<file path="src/rtl/lsu_pkg.sv">
`default_nettype none
// ============================================================================
//  Module      : lsu_pkg
//  Description : Shared types, constants and IO-window helper for the
//                load/store unit.
//  Revision    : 1.0 - initial release
// ============================================================================
package lsu_pkg;

    typedef enum logic [1:0] {
        IDLE = 2'd0,
        ACC0 = 2'd1,
        ACC1 = 2'd2
    } lsu_state_t;

    localparam logic        SIZE_BYTE = 1'b0;
    localparam logic        SIZE_HALF = 1'b1;
    localparam logic [15:0] IO_BASE   = 16'h2000;
    localparam int          IO_SPAN   = 4;
    localparam logic [15:0] IDLE_ADDR = 16'h0000;

    // Unsigned offset compare handles the window at any base without overflow.
    function automatic logic is_io(input logic [15:0] addr,
                                   input logic [15:0] base = IO_BASE);
        logic [15:0] off;
        off = addr - base;
        return (off < 16'(IO_SPAN));
    endfunction

endpackage
`default_nettype wire

</file>
<file path="src/rtl/load_store_unit_if.sv">
`default_nettype none
// ============================================================================
//  Module      : load_store_unit_if
//  Description : Request/response and data-memory signals of the load/store
//                unit. slave = unit side, master = execute stage + memory.
//  Revision    : 1.0 - initial release
// ============================================================================
interface load_store_unit_if #(
    parameter int ADDR_W = 16,
    parameter int DATA_W = 16
);
    logic              req_valid;
    logic              req_ready;
    logic              req_we;
    logic              req_size;
    logic              req_signed;
    logic [ADDR_W-1:0] req_addr;
    logic [DATA_W-1:0] req_wdata;
    logic              resp_valid;
    logic [DATA_W-1:0] resp_rdata;
    logic              resp_err;
    logic              wmem;
    logic [ADDR_W-1:0] DAddress;
    logic [DATA_W-1:0] DataIn;
    logic              memc;
    logic [DATA_W-1:0] DataOut;

    modport slave (
        input  req_valid, req_we, req_size, req_signed, req_addr, req_wdata, DataOut,
        output req_ready, resp_valid, resp_rdata, resp_err, wmem, DAddress, DataIn, memc
    );

    modport master (
        output req_valid, req_we, req_size, req_signed, req_addr, req_wdata, DataOut,
        input  req_ready, resp_valid, resp_rdata, resp_err, wmem, DAddress, DataIn, memc
    );
endinterface
`default_nettype wire

</file>
<file path="src/rtl/lsu_load_extend.sv">
`default_nettype none
// ============================================================================
//  Module      : lsu_load_extend
//  Description : Combinational load-result formatter: split-half assembly,
//                halfword pass-through, byte sign/zero extension.
//  Revision    : 1.0 - initial release
// ============================================================================
module lsu_load_extend
    import lsu_pkg::*;
#(
    parameter int DATA_W = 16
) (
    input  wire logic              i_size,
    input  wire logic              i_sgn,
    input  wire logic              i_split,
    input  wire logic [7:0]        i_lo_byte,
    input  wire logic [DATA_W-1:0] i_data_out,
    output logic      [DATA_W-1:0] o_result
);

    always_comb begin
        o_result = '0;
        if (i_split) begin
            o_result = {i_data_out[7:0], i_lo_byte};
        end else if (i_size == SIZE_HALF) begin
            o_result = i_data_out;
        end else if (i_sgn) begin
            o_result = {{8{i_data_out[7]}}, i_data_out[7:0]};
        end else begin
            o_result = {8'h00, i_data_out[7:0]};
        end
    end

endmodule
`default_nettype wire

</file>
<file path="src/rtl/load_store_unit.sv">
`default_nettype none
// ============================================================================
//  Module      : load_store_unit
//  Description : Data-memory initiator: aligned accesses, misaligned halfword
//                split into two byte cycles, guarded display window.
//                Optional build macro LSU_ALIGN_TRAP_EN: misaligned halfwords
//                return an error instead of being split.
//  Revision    : 1.0 - initial release
// ============================================================================
module load_store_unit
    import lsu_pkg::*;
#(
    parameter int                ADDR_W    = 16,
    parameter int                DATA_W    = 16,
    parameter logic [ADDR_W-1:0] IO_BASE   = lsu_pkg::IO_BASE,
    parameter logic [ADDR_W-1:0] IDLE_ADDR = lsu_pkg::IDLE_ADDR
) (
    input  wire logic         CLK,
    input  wire logic         RESET,
    load_store_unit_if.slave  bus
);

    localparam logic [ADDR_W-1:0] c_addr_one = {{(ADDR_W-1){1'b0}}, 1'b1};

    lsu_state_t        state_q, state_d;
    logic              we_q, we_d;
    logic              size_q, size_d;
    logic              sgn_q, sgn_d;
    logic              split_q, split_d;
    logic [ADDR_W-1:0] addr_q, addr_d;
    logic [DATA_W-1:0] wdata_q, wdata_d;
    logic [7:0]        lo_q, lo_d;
    logic              resp_valid_q, resp_valid_d;
    logic              resp_err_q, resp_err_d;
    logic [DATA_W-1:0] resp_rdata_q, resp_rdata_d;

    logic              w_accept;
    logic              w_touch_io;
    logic              w_io_load;
    logic              w_misaligned;
    logic              w_reject;
    logic [DATA_W-1:0] w_ext;

    assign w_accept     = bus.req_valid && (state_q == IDLE);
    assign w_touch_io   = is_io(bus.req_addr, IO_BASE) ||
                          ((bus.req_size == SIZE_HALF) && is_io(bus.req_addr + c_addr_one, IO_BASE));
    assign w_io_load    = !bus.req_we && w_touch_io;
    assign w_misaligned = (bus.req_size == SIZE_HALF) && bus.req_addr[0];
`ifdef LSU_ALIGN_TRAP_EN
    assign w_reject     = w_io_load || w_misaligned;
`else
    assign w_reject     = w_io_load;
`endif

    lsu_load_extend #(.DATA_W(DATA_W)) u_load_extend (
        .i_size     (size_q),
        .i_sgn      (sgn_q),
        .i_split    (split_q),
        .i_lo_byte  (lo_q),
        .i_data_out (bus.DataOut),
        .o_result   (w_ext)
    );

    always_ff @(posedge CLK) begin
        if (RESET) begin
            state_q      <= IDLE;
            we_q         <= 1'b0;
            size_q       <= SIZE_BYTE;
            sgn_q        <= 1'b0;
            split_q      <= 1'b0;
            addr_q       <= '0;
            wdata_q      <= '0;
            lo_q         <= '0;
            resp_valid_q <= 1'b0;
            resp_err_q   <= 1'b0;
            resp_rdata_q <= '0;
        end else begin
            state_q      <= state_d;
            we_q         <= we_d;
            size_q       <= size_d;
            sgn_q        <= sgn_d;
            split_q      <= split_d;
            addr_q       <= addr_d;
            wdata_q      <= wdata_d;
            lo_q         <= lo_d;
            resp_valid_q <= resp_valid_d;
            resp_err_q   <= resp_err_d;
            resp_rdata_q <= resp_rdata_d;
        end
    end

    always_comb begin
        state_d      = state_q;
        we_d         = we_q;
        size_d       = size_q;
        sgn_d        = sgn_q;
        split_d      = split_q;
        addr_d       = addr_q;
        wdata_d      = wdata_q;
        lo_d         = lo_q;
        resp_valid_d = 1'b0;
        resp_err_d   = 1'b0;
        resp_rdata_d = '0;
        case (state_q)
            IDLE: begin
                if (w_accept) begin
                    we_d    = bus.req_we;
                    size_d  = bus.req_size;
                    sgn_d   = bus.req_signed;
                    split_d = w_misaligned;
                    addr_d  = bus.req_addr;
                    wdata_d = bus.req_wdata;
                    if (w_reject) begin
                        resp_valid_d = 1'b1;
                        resp_err_d   = 1'b1;
                    end else begin
                        state_d = ACC0;
                    end
                end
            end
            ACC0: begin
                if (split_q) begin
                    lo_d    = bus.DataOut[7:0];
                    state_d = ACC1;
                end else begin
                    state_d      = IDLE;
                    resp_valid_d = 1'b1;
                    resp_rdata_d = we_q ? '0 : w_ext;
                end
            end
            ACC1: begin
                state_d      = IDLE;
                resp_valid_d = 1'b1;
                resp_rdata_d = we_q ? '0 : w_ext;
            end
            default: state_d = IDLE;
        endcase
    end

    // The memory reacts to any window address match, so idle cycles park the bus.
    always_comb begin
        bus.req_ready  = (state_q == IDLE);
        bus.resp_valid = resp_valid_q;
        bus.resp_err   = resp_err_q;
        bus.resp_rdata = resp_rdata_q;
        bus.wmem       = 1'b0;
        bus.DAddress   = IDLE_ADDR;
        bus.DataIn     = '0;
        bus.memc       = SIZE_BYTE;
        case (state_q)
            ACC0: begin
                bus.wmem     = we_q;
                bus.DAddress = addr_q;
                if (split_q) begin
                    bus.memc   = SIZE_BYTE;
                    bus.DataIn = {8'h00, wdata_q[7:0]};
                end else begin
                    bus.memc   = size_q;
                    bus.DataIn = wdata_q;
                end
            end
            ACC1: begin
                bus.wmem     = we_q;
                bus.DAddress = addr_q + c_addr_one;
                bus.memc     = SIZE_BYTE;
                bus.DataIn   = {8'h00, wdata_q[15:8]};
            end
            default: ;
        endcase
    end

endmodule
`default_nettype wire

</file>
<file path="src/flat_wrapper.sv">
// flat-port wrapper written by rule: the top's interface ports become plain ports
module load_store_unit_flat import lsu_pkg::*;
#(
    parameter int                ADDR_W    = 16,
    parameter int                DATA_W    = 16,
    parameter logic [ADDR_W-1:0] IO_BASE   = lsu_pkg::IO_BASE,
    parameter logic [ADDR_W-1:0] IDLE_ADDR = lsu_pkg::IDLE_ADDR
)
  (CLK, RESET, bus_req_valid, bus_req_we, bus_req_size, bus_req_signed, bus_req_addr, bus_req_wdata, bus_DataOut, bus_req_ready, bus_resp_valid, bus_resp_rdata, bus_resp_err, bus_wmem, bus_DAddress, bus_DataIn, bus_memc);
  load_store_unit_if #(.ADDR_W(ADDR_W), .DATA_W(DATA_W)) bus_i ();
  input  wire logic CLK;
  input  wire logic RESET;
  input wire logic [$bits(bus_i.req_valid)-1:0] bus_req_valid;
  input wire logic [$bits(bus_i.req_we)-1:0] bus_req_we;
  input wire logic [$bits(bus_i.req_size)-1:0] bus_req_size;
  input wire logic [$bits(bus_i.req_signed)-1:0] bus_req_signed;
  input wire logic [$bits(bus_i.req_addr)-1:0] bus_req_addr;
  input wire logic [$bits(bus_i.req_wdata)-1:0] bus_req_wdata;
  input wire logic [$bits(bus_i.DataOut)-1:0] bus_DataOut;
  output wire logic [$bits(bus_i.req_ready)-1:0] bus_req_ready;
  output wire logic [$bits(bus_i.resp_valid)-1:0] bus_resp_valid;
  output wire logic [$bits(bus_i.resp_rdata)-1:0] bus_resp_rdata;
  output wire logic [$bits(bus_i.resp_err)-1:0] bus_resp_err;
  output wire logic [$bits(bus_i.wmem)-1:0] bus_wmem;
  output wire logic [$bits(bus_i.DAddress)-1:0] bus_DAddress;
  output wire logic [$bits(bus_i.DataIn)-1:0] bus_DataIn;
  output wire logic [$bits(bus_i.memc)-1:0] bus_memc;
  assign bus_i.req_valid = bus_req_valid;
  assign bus_i.req_we = bus_req_we;
  assign bus_i.req_size = bus_req_size;
  assign bus_i.req_signed = bus_req_signed;
  assign bus_i.req_addr = bus_req_addr;
  assign bus_i.req_wdata = bus_req_wdata;
  assign bus_i.DataOut = bus_DataOut;
  assign bus_req_ready = bus_i.req_ready;
  assign bus_resp_valid = bus_i.resp_valid;
  assign bus_resp_rdata = bus_i.resp_rdata;
  assign bus_resp_err = bus_i.resp_err;
  assign bus_wmem = bus_i.wmem;
  assign bus_DAddress = bus_i.DAddress;
  assign bus_DataIn = bus_i.DataIn;
  assign bus_memc = bus_i.memc;
  load_store_unit #(.ADDR_W(ADDR_W), .DATA_W(DATA_W), .IO_BASE(IO_BASE), .IDLE_ADDR(IDLE_ADDR)) u_core (.CLK(CLK), .RESET(RESET), .bus(bus_i));
endmodule
</file>
<file path="config.mk">
export PLATFORM = sky130hd
export DESIGN_NAME = load_store_unit_flat
export DESIGN_NICKNAME = d
export VERILOG_FILES = /design/src/rtl/lsu_pkg.sv /design/src/rtl/load_store_unit_if.sv /design/src/rtl/lsu_load_extend.sv /design/src/rtl/load_store_unit.sv /design/src/flat_wrapper.sv
export SDC_FILE = /design/constraint.sdc
export NUM_CORES = 1
export LEC_CHECK = 0
export CAP_MARGIN = 15
export CORE_MARGIN = 8
export CORE_UTILIZATION = 35
export DETAILED_ROUTE_END_ITERATION = 8
export HOLD_SLACK_MARGIN = 0.1
export PLACE_DENSITY = 0.64
export SYNTH_ARGS = -nofsm -noshare
export SYNTH_HDL_FRONTEND = slang
export SYNTH_SLANG_ARGS = --single-unit
</file>
<file path="constraint.sdc">
create_clock -name CLK -period 4.5 [get_ports CLK]
set_clock_uncertainty 0.15 [all_clocks]
set_input_delay 0.45 -clock CLK [delete_from_list [all_inputs] [get_ports CLK]]
set_output_delay 0.45 -clock CLK [all_outputs]
set_load 0.01 [all_outputs]
</file>
* Yosys cells after proc, flatten, opt, wreduce, memory -nomap -nowiden
Cells that the tools add are included.
Operators by class: add/sub/neg operators 4, $lt $le $gt $ge 2, equality and inequality tests 4, muxes and demuxes 20, bitwise gates (word level) 1, reduce and logical (&&, ||, !) cells 12
Operators by type and width (number):
- 2-to-1 mux 16 bit | 6
- one-hot mux 16 bit (2 select lines) | 3
- adder 16 x 1 -> 16 bit (second input constant) | 2
- < comparator 16 x 3 -> 1 bit (second input constant) | 2
- subtractor 16 x 14 -> 16 bit (second input constant) | 2
- 2-to-1 mux 1 bit | 6
- 2-to-1 mux 2 bit | 3
- AND reduction 2 bit | 3
- logical AND 1 bit | 4
- one-hot mux 2 bit (2 select lines) | 1
- OR reduction 2 bit | 2
- one-hot mux 1 bit (3 select lines) | 1
- == test 2 x 1 -> 1 bit (second input constant) | 1
- == test 2 bit (second input constant) | 1
- logical NOT 2 bit | 1
- inequality test 2 x 1 -> 1 bit (second input constant) | 1
- inequality test 2 bit (second input constant) | 1
- logical NOT 1 bit | 1
- logical OR 1 bit | 1
- NOT 1 bit | 1
Storage, ports and cells: register bits after elaboration 64, bits of input ports 54, logic and storage cells 54

* Logic depth before layout (Yosys ltp)
Gate-level depths: netlist of run 1.
word-level depth 9, depth in mapped cells 9, gate-level depth less buffers 8

* Cells and area by module
Synthesis of run 1 repeated with hierarchy kept, for this count alone.
Second synthesis, totals: cells, all modules 454, area, all modules 3432.0 um2
Modules (own cells, without submodules):
- load_store_unit | instances 1, cells an instance 416, area an instance 3133.0 um2, sequential area each 1281.2 um2
- lsu_load_extend | instances 1, cells an instance 38, area an instance 299.0 um2, sequential area each 0.0 um2

* Worst setup path before layout of run 1
OpenSTA, ideal clock, no wires.
path kind input to register, start point input port bus_req_addr[3], end point register u_core.state_q[1], library setup time 0.087 ns, data arrival time 2.548 ns, data required time 4.263 ns, setup slack 1.715 ns, cell stages on the path 6, cell sequence or4_4 or4b_1 a211o_1 or4_4 a211o_1 o31ai_1
Between the ends: cells in the longest elaborated chain, start to end 8
RTL lines:
- start, declared | RTL line flat_wrapper.sv:17 | input wire logic [$bits(bus_i.req_addr)-1:0] bus_req_addr;
- adder 16 x 1 -> 16 bit | RTL line load_store_unit.sv:46 | ((bus.req_size == SIZE_HALF) && is_io(bus.req_addr + c_addr_one, IO_BASE));
- subtractor 16 x 14 -> 16 bit | RTL line lsu_pkg.sv:26 | off = addr - base;
- < comparator 16 x 3 -> 1 bit | RTL line lsu_pkg.sv:27 | return (off < 16'(IO_SPAN));
- logical AND 1 bit | RTL line load_store_unit.sv:46
- logical OR 1 bit (*) | RTL line load_store_unit.sv:45 | assign w_touch_io = is_io(bus.req_addr, IO_BASE) ||
- logical AND 1 bit (*) | RTL line load_store_unit.sv:47 | assign w_io_load = !bus.req_we && w_touch_io;
- inequality test 2 bit (no source line) (*)
- AND reduction 2 bit (no source line) (*)
- end signal, assigned | RTL line load_store_unit.sv:78 | state_q <= state_d;
- end, declared | RTL line load_store_unit.sv:25 | lsu_state_t state_q, state_d;
Mark *: on every way between the ends. The rest lies on a longest branch, timed or not. A chain may end at the register's enable or synchronous reset.

* Worst setup path in the final report of run 1
start point register u_core.state_q[0], end point output port bus_DAddress[6]
Between the ends: cells in the longest elaborated chain, start to end 2
RTL lines:
- == test 2 bit or == test 2 x 1 -> 1 bit (tied branches) | RTL line load_store_unit.sv:150 | case (state_q)
- one-hot mux 16 bit (2 select lines) (*) | RTL line load_store_unit.sv:150
- end, declared | RTL line flat_wrapper.sv:25 | output wire logic [$bits(bus_i.DAddress)-1:0] bus_DAddress;
Marked as above.

==> impl_metrics.ini, run 1 <==
[critical_path]
crit_path_start_kind = register
endpoint_kind = primary output
path_max_fanout = 22
r2r_end = u_core.bus.resp_rdata[7]
cp.required_ns = 3.90
rr_worst_depth = 6
critPathArrivalTime_ns = 2.98
crit_type = reg -> out
reg2reg_from = u_core.state_q[1]
r2r_setup_slack_ns = 1.83

[detailed_routing]
dr_total_vias = 3324
wl_per_cell_um = 15.6
dr.pass1.iters = 4
initialDrtViolationCount = 175
wl_um = 9970
ant_nets = 0
via_per_inst = 5.20
drc = 0

[finish]
fin_area_mm2 = 0.00452
fill_cells = 868
drive_gt1_frac = 0.0511
syn_to_final_growth_pct = 40.6
layout_common_cells = clkdlybuf4s50_1 (105), nand2_1 (102), dfxtp_1 (64)
layoutNonFillerInstCount = 639
mostFrequentLayoutCell = clkdlybuf4s50_1
layout.nets = 584
antennaDiodeCount = 0

[cts]
clk_pin_slew_ns = 0.07
post_cts_buffers = 0
tritoncts = done
clk_latency_ns = 0.33
root_buffer = clkbuf_8
numCtsBuffers = 9
htreeDepth = 3
cts.sinks = 64
post_cts_resized = 0
cts_buffer_depth = 2
holdBufCountCts = 0

[timing]
worstMarginPinSlew_ns = 0.904
period_minus_slack_ns = 3.58
fin_ws_ns = 0.921
maxSlewHeadroom = 0.398
drv_slew = 0
rsz0062_at_grt = false
fmax_mhz = 279
final_hold_viol_count = 0
fin_tns_setup_ns = 0
setup_violations = 0
min_period_over_period = 0.795

[power_and_ir_drop]
pwr-share-seq = 0.471
ir_worst_vdd_mv = 0.153
power.density_mw_per_mm2 = 287
leakagePower_nw = 1.63
swShare = 0.259
combinationalPowerShare = 0.139
p_switching_mw = 0.335
pwr-share-clk = 0.390
p_int_mw = 0.962

[logic_synthesis]
ys_seq_elements = 64
avgSynthCellArea_um2 = 7.47
ys_seq_area_frac = 0.399
async_flop_share = 0
syn-num-nets = 491
syn_area_mm2 = 0.00321
synth_cells = 430
synth_cell_type_count = 47
synth-edff-count = 0
synthFlopType = dfxtp_1
yosysWarnings = 0

[place]
hpwl_um = 7180
dp_cells = 623
post_dp_cell_area_mm2 = 0.00431
pre_cts_slack_ns = 1.12
routabilityCongestion = 0.803
port_buffers = 106

[flow_run]
maxCapViolCount = 0

[floorplan]
start_util = 0.354
die_y_um = 112
die_area_mm2 = 0.0125
die_w_um = 112
row_count = 35
ioPinCount = 107
core_mm2 = 0.00906

[worst_hold_path]
hold_start = u_core.wdata_q[5]
whs_path_depth = 2
hold_end = u_core.wdata_q[5]
hold_class = reg -> reg

[global_route]
grt_pass1_wl_um = 16000
track_usage = 0.157
antenna_found_initial = 0
grt_max_degree = 51
grt.overflow.total = 0
grt_pass1_vias = 3228

[status]
outcome = finished clean
## cells in the mapped netlist, drive strengths merged, types with 2 or more instances
library cell	instances	share of area
nand2	103	0.12
inv	7	0.0082
nor2	30	0.035
nor4	4	0.0078
o31a	2	0.0055
a22o	9	0.025
mux2i	8	0.025
nor2b	10	0.019
nand3	10	0.016
o21ai	23	0.036
or4	2	0.0070
and2	5	0.0097
a211o	2	0.0055
or4b	2	0.0062
ha	7	0.027
clkbuf	26	0.037
a211oi	2	0.0047
a31oi	5	0.0097
nand4	8	0.016
nor3	9	0.014
and3	12	0.023
a21oi	58	0.090
nand2b	2	0.0039
dfxtp	64	0.40
## critical path: stages (launching register included)
cell and delay (ns):
dfxtp_1 0.36, inv_1 0.09, ha_1 0.52, and2_1 0.76
o21ai_0 0.21, o41ai_1 0.10, clkdlybuf4s50_1 0.60
## how the worst max path moves through the flow
stage	startpoint	end	slack, ns	cells past startpoint
floorplan	bus_req_addr[3]	u_core.state_q[1]	1.72	6
global placement	bus_req_addr[3]	u_core.state_q[1]	1.15	7
finish	u_core.state_q[0]	bus_DAddress[6]	0.92	6
global route	u_core.state_q[1]	bus_DAddress[6]	0.71	6
CTS	u_core.state_q[0]	bus_DAddress[6]	0.96	6
detailed placement	bus_req_addr[3]	u_core.bus.resp_valid	1.12	7
## power groups by stage
stage                     Combinational (mW)  Sequential (mW)  Clock [mW]
after floorplan                       0.0942            0.616           0
after global placement                 0.179            0.623           0
after detailed placement               0.181            0.624           0
after CTS                              0.182            0.611       0.518
after global routing                   0.200            0.615       0.548
final                                  0.180            0.611       0.506
## per-layer routing
layer,up-vias,routed length [µm],track usage
met3,12,795,0.0482
met4,0,137,0.0574
met5,-,0,0
li1,1678,-,-
met2,116,4660,0.258
met1,1518,4380,0.188
## sequential cells by signal, indices dropped and copies added, names as in the netlist
name	count
u_core.state_q	2
u_core.size_q	1
u_core.we_q	1
u_core.wdata_q	16
u_core.bus.resp_valid	1
u_core.bus.resp_err	1
u_core.bus.resp_rdata	16
u_core.lo_q	8
u_core.addr_q	16
u_core.sgn_q	1
u_core.split_q	1
## through the flow
step	util	hold slack (ns)	power (mW)
3_3_place_gp	0.476	0.291	0.802
4_1_cts	0.498	0.306	1.31
3_5_place_dp	0.476	0.298	0.805
5_1_grt	0.498	0.322	1.36
2_1_floorplan	-	0.286	0.710
6_report	0.498	0.306	1.30
## kinds of logic (layout without fill, tap and decap cells)
family,count (synthesis),after routing,share of synthesized area
xor+xnor,1,1,0.00273
flops,64,64,0.399
buf+inv,34,132,0.0460
simple gates,206,206,0.301
fa+ha+maj,7,7,0.0273
mux,9,9,0.0284
compound gates,109,109,0.196
## layout make-up
type | instances | area, µm² | area share
Inverter | 7 | 26.3 | 0.00582
Timing Repair Buffer | 109 | 1080 | 0.239
Tap cell | 111 | 139 | 0.0307
Clock inverter | 5 | 55.1 | 0.0122
Clock buffer | 11 | 151 | 0.0335
Sequential cell | 64 | 1280 | 0.284
Multi-Input combinational cell | 332 | 1790 | 0.395
(Power assumes the default switching activity.)
==> run 2, diff against run 1 <==
- PLACE_DENSITY: 0.64 -> 0.66
- clock period: 4.5 -> 3.15 ns (I/O delays scaled with it)
==> impl_metrics.ini, run 2 (synthesis results as in run 1) <==
[power_and_ir_drop]
combinationalPowerShare = 0.148
ir_worst_vdd_mv = 0.202
power.density_mw_per_mm2 = 398
pwr-share-seq = 0.481
total_power_mw = 1.82
pwr-share-clk = 0.371
swShare = 0.264
p_int_mw = 1.34
p_switching_mw = 0.480
leakagePower_nw = 1.66

[floorplan]
die_area_mm2 = 0.0125
start_util = 0.354
die_y_um = 112
die_w_um = 112
ioPinCount = 107
row_count = 35
core_mm2 = 0.00906

[detailed_routing]
via_per_inst = 5.17
drc = 0
wl_um = 10100
dr.pass1.iters = 4
ant_nets = 0
initialDrtViolationCount = 182
dr_total_vias = 3342
wl_per_cell_um = 15.6

[flow_run]
maxCapViolCount = 0

[critical_path]
crit_path_start_kind = register
crit_slowest_cell = clkdlybuf4s50_1
critPathLaunch = u_core.addr_q[3]
cp.required_ns = 2.68
cp_cell_sequence = and4_1 -> nand4_1 -> nor2_1 -> nand4_1 -> o21ai_0 -> clkdlybuf4s50_1
endpoint_kind = primary output
path_max_fanout = 8
crit_type = reg -> out
cp_common_cell = nand4_1
rr_worst_depth = 7
critPathArrivalTime_ns = 2.50
reg2reg_from = u_core.state_q[1]
cpPeakStageDelay_ns = 0.56

[finish]
layout.nets = 591
syn_to_final_growth_pct = 41.9
mostFrequentLayoutCell = clkdlybuf4s50_1
final_util = 0.503
antennaDiodeCount = 0
drive_gt1_frac = 0.0692
layout_common_cells = clkdlybuf4s50_1 (105), nand2_1 (101), dfxtp_1 (64)

[cts]
tritoncts = done
cts.sinks = 64
clk_latency_ns = 0.33
clk_pin_slew_ns = 0.07
post_cts_resized = 0
post_cts_buffers = 0
numCtsBuffers = 9
holdBufCountCts = 0
root_buffer = clkbuf_8
htreeDepth = 3
cts_buffer_depth = 2

[place]
routabilityCongestion = 0.821
port_buffers = 106
hpwl_um = 7350

[timing]
min_period_over_period = 0.940
period_minus_slack_ns = 2.96
setup_violations = 0
drv_slew = 0
fin_tns_setup_ns = 0
whs_ns = 0.303
maxSlewHeadroom = 0.395
fmax_mhz = 338
worstMarginPinSlew_ns = 0.908
rsz0062_at_grt = false
final_hold_viol_count = 0

[global_route]
grt_pass1_vias = 3275
track_usage = 0.161
grt.overflow.total = 0
antenna_found_initial = 0
grt_max_degree = 51
grt_pass1_wl_um = 16300

[status]
outcome = finished clean

[worst_hold_path]
hold_class = reg -> reg
hold_start = u_core.wdata_q[7]
whs_path_depth = 2
[run 2: final timing paths]
check | end | slack, ns
max reg2reg | u_core.bus.resp_rdata[10] | 0.74
min reg2reg | u_core.wdata_q[7] | 0.30
min | u_core.wdata_q[7] | 0.30
max | bus_DAddress[15] | 0.19
[run 2: area by class of cell]
class	instances	area, µm²
fill	889	4500
multi-input combinational	332	1800
sequential	64	1280
timing repair buffer	116	1130
tap	111	139
clock buffer	10	128
clock inverter	6	60.1
inverter	7	26.3
[run 2: stage by stage]
step / instance area [µm²] / worst slack [ns] / std cells
2_1_floorplan: 3210 / 0.500 / 430
3_3_place_gp: 4360 / -0.0788 / 630
3_5_place_dp: 4360 / -0.112 / 630
4_1_cts: 4550 / 0.0388 / 646
5_1_grt: 4560 / 0.00789 / 646
6_report: 4560 / 0.189 / 646
[run 2: metal layers]
metal,GRT usage,share of wire,up-vias
li1,-,-,1695
met3,0.0503,0.070,19
met4,0.0875,0.025,0
met1,0.179,0.42,1532
met2,0.269,0.48,96
met5,0,0,-
[run 2: power groups by stage]
| stage | combinational (mW) | clock [mW] | sequential, mW |
|---|---|---|---|
| 6_report | 0.268 | 0.674 | 0.873 |
| 5_1_grt | 0.296 | 0.735 | 0.878 |
| 4_1_cts | 0.267 | 0.699 | 0.872 |
| 3_5_place_dp | 0.266 | 0 | 0.891 |
| 3_3_place_gp | 0.262 | 0 | 0.889 |
| 2_1_floorplan | 0.135 | 0 | 0.880 |
[run 2: worst max-delay path, delay by kind of cell (launching register included)]
family	cells	cell delay, ns
simple gates	4	0.97
buf+inv	1	0.56
flops	1	0.46
compound gates	1	0.17
